[src/rtl/alu_disp_pkg.sv]
`default_nettype none
// ============================================================================
// Module      : alu_disp_pkg
// Description : Shared definitions for the accumulator BCD display block:
//               converter FSM state encoding, the blank segment pattern and
//               the active-low {g,f,e,d,c,b,a} codes for decimal digits 0-9.
// Revision    : 1.0 - initial release
// ============================================================================
package alu_disp_pkg;

  typedef enum logic [1:0] {
    ST_IDLE  = 2'd0,
    ST_SHIFT = 2'd1,
    ST_DONE  = 2'd2
  } state_t;

  localparam logic [6:0] SEG_BLANK = 7'b1111111;

  localparam logic [6:0] SEG_0 = 7'b1000000;
  localparam logic [6:0] SEG_1 = 7'b1111001;
  localparam logic [6:0] SEG_2 = 7'b0100100;
  localparam logic [6:0] SEG_3 = 7'b0110000;
  localparam logic [6:0] SEG_4 = 7'b0011001;
  localparam logic [6:0] SEG_5 = 7'b0010010;
  localparam logic [6:0] SEG_6 = 7'b0000010;
  localparam logic [6:0] SEG_7 = 7'b1111000;
  localparam logic [6:0] SEG_8 = 7'b0000000;
  localparam logic [6:0] SEG_9 = 7'b0010000;

  // Codes 10-15 never occur in a valid BCD digit; they render as blank so a
  // corrupted digit is visibly wrong rather than mimicking a real number.
  function automatic logic [6:0] digit_to_seg(input logic [3:0] digit);
    logic [6:0] seg;
    seg = SEG_BLANK;
    case (digit)
      4'd0:    seg = SEG_0;
      4'd1:    seg = SEG_1;
      4'd2:    seg = SEG_2;
      4'd3:    seg = SEG_3;
      4'd4:    seg = SEG_4;
      4'd5:    seg = SEG_5;
      4'd6:    seg = SEG_6;
      4'd7:    seg = SEG_7;
      4'd8:    seg = SEG_8;
      4'd9:    seg = SEG_9;
      default: seg = SEG_BLANK;
    endcase
    return seg;
  endfunction

endpackage
`default_nettype wire

[src/rtl/seg7_decode.sv]
`default_nettype none
// ============================================================================
// Module      : seg7_decode
// Description : One BCD digit to an active-low seven-segment pattern.
//   digit : 4-bit BCD digit
//   blank : 1 forces all segments off
//   seg   : active-low segments {g,f,e,d,c,b,a}
// Revision    : 1.0 - initial release
// ============================================================================
module seg7_decode
  import alu_disp_pkg::*;
(
  input  logic [3:0] digit,
  input  logic       blank,
  output logic [6:0] seg
);

  always_comb begin
    seg = SEG_BLANK;
    if (!blank) begin
      seg = digit_to_seg(digit);
    end
  end

endmodule
`default_nettype wire

[src/rtl/alu_bcd_display.sv]
`default_nettype none
// ============================================================================
// Module      : alu_bcd_display
// Description : Converts an 8-bit unsigned value to three BCD digits with a
//               sequential shift-add-3 (double dabble) engine, then drives
//               three seven-segment displays from the registered result.
//   Clock            : rising-edge clock
//   Reset_b          : asynchronous reset, active HIGH despite the name
//   Value[7:0]       : binary value, captured when a conversion starts
//   Start            : conversion request, honoured only when idle
//   Busy             : high while shifting
//   Done             : one-cycle pulse when Bcd/HEX carry a new result
//   Bcd[11:0]        : {hundreds, tens, ones}
//   HEX2, HEX1, HEX0 : active-low segments for hundreds / tens / ones
// Revision    : 1.0 - initial release
// ============================================================================
module alu_bcd_display
  import alu_disp_pkg::*;
#(
  parameter int BLANK_LEADING = 1
) (
  input  logic        Clock,
  input  logic        Reset_b,
  input  logic [7:0]  Value,
  input  logic        Start,
  output logic        Busy,
  output logic        Done,
  output logic [11:0] Bcd,
  output logic [6:0]  HEX2,
  output logic [6:0]  HEX1,
  output logic [6:0]  HEX0
);

  state_t      r_state;
  state_t      w_state_next;
  logic [7:0]  r_bin;
  logic [11:0] r_scratch;
  logic [2:0]  r_cnt;
  logic [11:0] r_bcd;
  logic [11:0] w_adjusted;
  logic [19:0] w_shifted;
  logic [2:0]  w_blank;
  logic [6:0]  w_seg [3];

  // --------------------------------------------------------------------------
  // FSM
  // --------------------------------------------------------------------------
  always_ff @(posedge Clock or posedge Reset_b) begin
    if (Reset_b) begin
      r_state <= ST_IDLE;
    end else begin
      r_state <= w_state_next;
    end
  end

  always_comb begin
    w_state_next = r_state;
    Busy         = 1'b0;
    Done         = 1'b0;
    case (r_state)
      ST_IDLE: begin
        if (Start) begin
          w_state_next = ST_SHIFT;
        end
      end
      ST_SHIFT: begin
        Busy = 1'b1;
        if (r_cnt == 3'd7) begin
          w_state_next = ST_DONE;
        end
      end
      ST_DONE: begin
        Done         = 1'b1;
        w_state_next = ST_IDLE;
      end
      default: w_state_next = ST_IDLE;
    endcase
  end

  // --------------------------------------------------------------------------
  // Double-dabble datapath
  // --------------------------------------------------------------------------
  always_comb begin
    w_adjusted = r_scratch;
    for (int i = 0; i < 3; i++) begin
      if (r_scratch[4*i +: 4] >= 4'd5) begin
        w_adjusted[4*i +: 4] = r_scratch[4*i +: 4] + 4'd3;
      end
    end
  end

  // The scratch MSB is dropped: an 8-bit input never exceeds 2 hundreds, so
  // bit 11 of the scratch is always zero before the final shift.
  assign w_shifted = {w_adjusted[10:0], r_bin, 1'b0};

  always_ff @(posedge Clock or posedge Reset_b) begin
    if (Reset_b) begin
      r_bin     <= '0;
      r_scratch <= '0;
      r_cnt     <= '0;
      r_bcd     <= '0;
    end else begin
      case (r_state)
        ST_IDLE: begin
          if (Start) begin
            r_bin     <= Value;
            r_scratch <= '0;
            r_cnt     <= '0;
          end
        end
        ST_SHIFT: begin
          r_scratch <= w_shifted[19:8];
          r_bin     <= w_shifted[7:0];
          r_cnt     <= r_cnt + 3'd1;
          if (r_cnt == 3'd7) begin
            r_bcd <= w_shifted[19:8];
          end
        end
        default: ;
      endcase
    end
  end

  assign Bcd = r_bcd;

  // --------------------------------------------------------------------------
  // Display decode
  // --------------------------------------------------------------------------
  // Tens are blanked only when hundreds are also zero, so 100..109 keep
  // their inner "0". The ones digit is always shown.
  assign w_blank[2] = (BLANK_LEADING != 0) && (r_bcd[11:8] == 4'd0);
  assign w_blank[1] = (BLANK_LEADING != 0) && (r_bcd[11:8] == 4'd0)
                      && (r_bcd[7:4] == 4'd0);
  assign w_blank[0] = 1'b0;

  for (genvar gi = 0; gi < 3; gi++) begin : g_digit
    seg7_decode u_dec (
      .digit (r_bcd[4*gi +: 4]),
      .blank (w_blank[gi]),
      .seg   (w_seg[gi])
    );
  end

  assign HEX2 = w_seg[2];
  assign HEX1 = w_seg[1];
  assign HEX0 = w_seg[0];

endmodule
`default_nettype wire

[config.mk]
export PLATFORM = sky130hd
export DESIGN_NAME = alu_bcd_display
export DESIGN_NICKNAME = d
export VERILOG_FILES = /design/src/rtl/alu_disp_pkg.sv /design/src/rtl/seg7_decode.sv /design/src/rtl/alu_bcd_display.sv
export SDC_FILE = /design/constraint.sdc
export NUM_CORES = 1
export LEC_CHECK = 0
export BUFFER_PORTS_ARGS = -buffer_cell sky130_fd_sc_hd__clkbuf_2
export CAP_MARGIN = 20
export CORE_MARGIN = 2
export CORE_UTILIZATION = 32
export CTS_CLUSTER_DIAMETER = 120
export DETAILED_ROUTE_END_ITERATION = 16
export HOLD_SLACK_MARGIN = 0.12
export PLACE_DENSITY_LB_ADDON = 0.05
export SYNTH_ARGS = -nofsm -noshare
export SYNTH_HDL_FRONTEND = slang
export SYNTH_SLANG_ARGS = --single-unit
[constraint.sdc]
create_clock -name Clock -period 1.7 [get_ports Clock]
set_clock_uncertainty 0.1 [all_clocks]
set_input_delay 0.17 -clock Clock [delete_from_list [all_inputs] [get_ports Clock]]
set_output_delay 0.17 -clock Clock [all_outputs]
set_load 0.1 [all_outputs]
# Word-level counts from Yosys, hierarchy flattened
# Memory sizes are Yosys's and may differ from the RTL's.
# Cells that the tools add are included.
[classes] add_sub_neg=4 n_eq_ne=5 order_cmp=3 n_mux=16 reduce_logical=8
[ops] op="12-bit case mux with 2 select lines" count=1
[ops] op="8-bit case mux with 2 select lines" count=1
[ops] op="7-bit two-way mux" count=2
[ops] op="4-bit by 3-bit greater-or-equal comparator with 1-bit output, second input constant" count=3
[ops] op="12-bit two-way mux" count=1
[ops] op="4-bit by 2-bit adder with 4-bit output, second input constant" count=2
[ops] op="4-bit logical NOT" count=2
[ops] op="4-bit two-way mux" count=2
[ops] op="8-bit two-way mux" count=1
[ops] op="3-bit two-way mux" count=2
[ops] op="3-bit case mux with 2 select lines" count=1
[ops] op="2-bit AND reduction" count=3
[ops] op="2-bit two-way mux" count=2
[ops] op="2-bit != test, second input constant" count=2
[ops] op="2-bit case mux with 2 select lines" count=1
[ops] op="3-bit by 1-bit adder with 3-bit output, second input constant" count=1
[ops] op="3-bit by 2-bit adder with 3-bit output, second input constant" count=1
[ops] op="3-bit == test, second input constant" count=1
[ops] op="2-bit by 1-bit == test with 1-bit output, second input constant" count=1
[ops] op="2-bit == test, second input constant" count=1
[ops] op="2-bit logical NOT" count=1
[ops] op="1-bit two-way mux" count=2
[ops] op="2-bit nonzero test" count=1
[ops] op="1-bit logical AND" count=1
[totals] input_bits=11 output_inout_bits=35 register_bits=37 rom_bits=336 wordCells=44 n_memories=3
[memory_table] memory="(no name shown)" depth=16 word_bits=7 rd=1 rd_ports_with_merged_regs=0 wr=0 line="alu_disp_pkg.sv:35" source="case (digit)"
[memory_table] memory="(no name shown)" depth=16 word_bits=7 rd=1 rd_ports_with_merged_regs=0 wr=0 line="alu_disp_pkg.sv:35"
[memory_table] memory="(no name shown)" depth=16 word_bits=7 rd=1 rd_ports_with_merged_regs=0 wr=0 line="alu_disp_pkg.sv:35"

# Logic depth before layout (Yosys ltp)
[depth] depth_word=3 mapped_depth=6 ltp_nobuf=6

# Modules after synthesis
# Synthesis repeated with hierarchy kept, for this count alone.
[unflattened] cells_unflattened=276 area_unflattened_um2=2533.7
[by_module_without_submodules] module="alu_bcd_display" cells_per_inst=175 area_each_um2=1809.2 n_inst=1 seq_area_each_um2=925.9
[by_module_without_submodules] module="seg7_decode (g_digit[0].u_dec)" cells_per_inst=35 area_each_um2=252.7 n_inst=1 seq_area_each_um2=0.0
[by_module_without_submodules] module="seg7_decode (g_digit[1].u_dec)" cells_per_inst=33 area_each_um2=236.5 n_inst=1 seq_area_each_um2=0.0
[by_module_without_submodules] module="seg7_decode (g_digit[2].u_dec)" cells_per_inst=33 area_each_um2=235.2 n_inst=1 seq_area_each_um2=0.0

# Worst setup path after synthesis
# Ideal clock, no wire load.
[synth_path] path_type="register -> output" from="register r_bcd[1], in the netlist Bcd[1]" to="output HEX0[4]" arrival_time_ns=3.748 path_buffers=0 t_required_ns=1.430 stages_incl_launch_ff=6 setup_slack_ns=-2.318 path_cell_list="dfrtp_1 -> inv_1 -> ha_1 -> nand2_1 -> o21ai_0 -> o21ai_0"
[synth_between] elab_chain_len=1
[synth_lines] element="start: declaration" line="alu_bcd_display.sv:39" source="logic [11:0] r_bcd;"
[synth_lines] element="start signal: assignment" line="alu_bcd_display.sv:116" source="r_bcd <= w_shifted[19:8];"
[synth_lines] element="memory read 16 x 7 bit"
[synth_lines] element="end: declaration" line="alu_bcd_display.sv:31" source="output logic [6:0] HEX0"
# Every way passes these cells.

# Worst setup path in the final report
[layout_path] from="register r_bcd[8], in the netlist Bcd[8]" to="output HEX2[3]"
[layout_between] elab_chain_len=2 elab_cells_between_ends=3 cone_classes="1 x mux; 1 x reduce/logical; 1 x memory"
[layout_lines] element="memory read 16 x 7 bit / 4-bit logical NOT (equally long branches)"
[layout_lines] element="7-bit two-way mux (*)" line="seg7_decode.sv:20" source="if (!blank) begin"
[layout_lines] element="end: declaration" line="alu_bcd_display.sv:29" source="output logic [6:0] HEX2,"
# Mark *: on every way between the ends. The rest lies on a longest branch, timed or not.

==> results.yml <==
outcome:
  status: "finished, violations left"
  violations: "negative setup slack"
flow_run:
  max_cap_violations: 0
global_route:
  use_met2: 0.248
  grtUsageMet3: 0.0275
  grt_pass1_vias: 2173
  grt_overflow: 0
  grt_max_degree: 38
  gr-usage-met1: 0.192
  antenna_found_initial: 0
  grtUsageTotal: 0.147
  grt_pass1_wl_um: 10100
  top_usage_layer: "met2"
clock_tree:
  path_clk_slew_ps: 70
  cts.path.max_buffers: 2
  clk_latency_ps: 290
  htreeDepth: 2
  cts_sinks: 37
  clock-root-buffer: "clkbuf_8"
  cts_made_buffers: 5
  cts_tree: "built"
final_layout:
  diodes: 0
  final_nets: 410
  final_cells: 476
  drive_gt1_frac: 0.531
  syn_to_final_growth_pct: 77.4
critical_path:
  cp-endpoint: "HEX2[3]"
  cpMaxStageDelayCell: "dfrtp_4"
  critical_path.max_stage_delay_ps: 520
  cpMostUsedCell: "a21oi_4"
  path_cells: "ha_4 -> or3_4 -> a21oi_4 -> a21oi_4 -> buf_12"
  end_kind: "primary output"
  r2r_cells: 5
  cp_num_buf_inv: 1
  cp.arrival_ps: 1720
  regToRegStartpoint: "r_scratch[4]"
  r2r_end: "Bcd[6]"
  r2r_setup_slack_ps: 100
  critPathKind: "register to primary output"
  cp_max_fo: 4
  cp_num_cells: 5
  required_ps: 1430
  start_kind: "register"
  critPathTopFamily: "flip-flops"
  crit_start: "Bcd[8]"
floorplanning:
  core_area_mm2: 0.00725
  ios: 46
  die_w_um: 90.5
  rows: 31
  dieArea_mm2: 0.00819
  initial_core_util: 0.330
  dieHeight_um: 90.5
sta:
  setup_ws_ps: -289
  period_share: 1.17
  setup_violations: 21
  slew_headroom: 0.594
  hold_ws_ps: 168
  fmax_ghz: 0.503
  finalHoldViolations: 0
  setup_tns_ps: -3860
  rsz0062_at_grt: "yes"
  max_slew.worst_pin.slew_ps: 607
  period_minus_slack_ps: 1990
  report.final.slew_viol_count: 0
synthesis:
  synth_top_area_frac: 0.387
  synth_area_mm2: 0.00239
  yosys.area.top_type: "dfrtp_1"
  synth_warnings: 0
  synth.top_cells.by_count: "nand2_1 (44), o21ai_0 (44), dfrtp_1 (37), a21oi_1 (27), ha_1 (23)"
  synth.area.top_cells: "dfrtp_1 (39%), ha_1 (12%), o21ai_0 (9.2%)"
  syn_avg_cell_area_um2: 8.49
  synth-edff-count: 0
  synth_ff_type: "dfrtp_1"
  synth-seq-cells: 37
  synthArstFlopShare: 1.00
  syn-num-nets: 316
  synth.distinct_cells: 33
  ys_seq_area_frac: 0.387
  syn_inst: 282
route:
  post-route-drc-count: 0
  wl_um: 5830
  wl_per_cell_um: 12.3
  ant_nets: 0
  num_vias: 2253
  via_per_inst: 4.73
  drt-initial-drc-count: 46
  first_pass_iters: 4
place:
  io_buffer_count: 45
  placed_cells: 442
  dpl.hpwl_um: 4020
  place.gp.congestion: 0.779
min_path:
  hp-class: "input pin to register"
## cells in the final DEF (no fill, tap or decap), drive strengths merged, types with 4 or more instances in the layout
| cell type | synthesis | routed |
|---|---|---|
| nand3 | 5 | 5 |
| nor3 | 4 | 4 |
| dlygate4sd3 | 0 | 5 |
| inv | 19 | 19 |
| nor2 | 20 | 20 |
| o21ai | 47 | 47 |
| a21oi | 30 | 30 |
| buf | 11 | 77 |
| ha | 23 | 23 |
| clkbuf | 1 | 23 |
| nand2b | 8 | 8 |
| mux2i | 4 | 4 |
| nand2 | 45 | 45 |
| dfrtp | 37 | 37 |
| nor3b | 8 | 8 |
## cells by family (layout without fill, tap and decap cells)
group / count (synthesis) / count (layout) / synth area share
flip-flops: 37 / 37 / 0.387
buffers and inverters: 31 / 126 / 0.0663
AO/OA/AOI/OAI: 85 / 85 / 0.195
adder cells (fa/ha/maj): 23 / 23 / 0.120
multiplexers: 7 / 7 / 0.0340
AND/OR/NAND/NOR: 96 / 96 / 0.187
XOR/XNOR: 3 / 3 / 0.0110
## sequential cells by signal, indices dropped and copies added, names as in the netlist
register	count
Bcd	12
r_state	2
r_cnt	3
r_scratch	12
r_bin	8
## how the worst min path moves through the flow
stage	depth (start not counted)	to	slack, ps	startpoint
floorplan	1	Bcd[0]	250	Reset_b
global placement	3	r_scratch[5]	190	Reset_b
detailed placement	3	r_scratch[5]	200	Reset_b
CTS	5	r_bin[0]	160	Value[0]
global route	4	r_bin[7]	220	Value[7]
finish	5	r_bin[0]	170	Value[0]
## worst reg2reg max path, stage by stage, from the launching register on
cell	delay [ps]
dfrtp_1	430
ha_1	210
nand2b_1	160
a21oi_2	180
mux2_4	330
o21ai_1	120
## metrics by stage
step / utilization / instance area [um2] / setup slack, ps
5_1_grt: 0.586 / 4250 / -348
2_1_floorplan: - / 2880 / -434
3_5_place_dp: 0.511 / 3700 / -34.2
6_report: 0.586 / 4250 / -289
4_1_cts: 0.571 / 4140 / -305
3_3_place_gp: 0.511 / 3700 / -26.6
## repair_timing
action                                  4_1_cts  5_1_grt
endpoints found under the hold margin        41        0
endpoints found under the setup margin       22       27
hold buffers                                  5        0
setup buffers                                16        8
resized for setup                            47       23
pin swaps                                    23       22
cloned                                        0        0
## layer usage
metal  part of all wire  wire length [um]  vias to the layer above
met4              0.011                62                        0
met3              0.037               218                        6
met1               0.46              2710                     1065
li1                   -                 -                     1142
met5                  0                 0                        -
met2               0.49              2850                       40
## final cells by class
| class | count | area, um2 |
|---|---|---|
| clock buffers | 6 | 72.6 |
| flip-flops and latches | 37 | 971 |
| fillers | 639 | 3010 |
| repair buffers | 99 | 1070 |
| inverters | 19 | 106 |
| well taps | 99 | 124 |
| clock inverters | 2 | 10.0 |
| multi-input cells | 214 | 1900 |
Power is not shown: default switching activity piles up to over one toggle a cycle in this logic, so the estimate is an artifact.
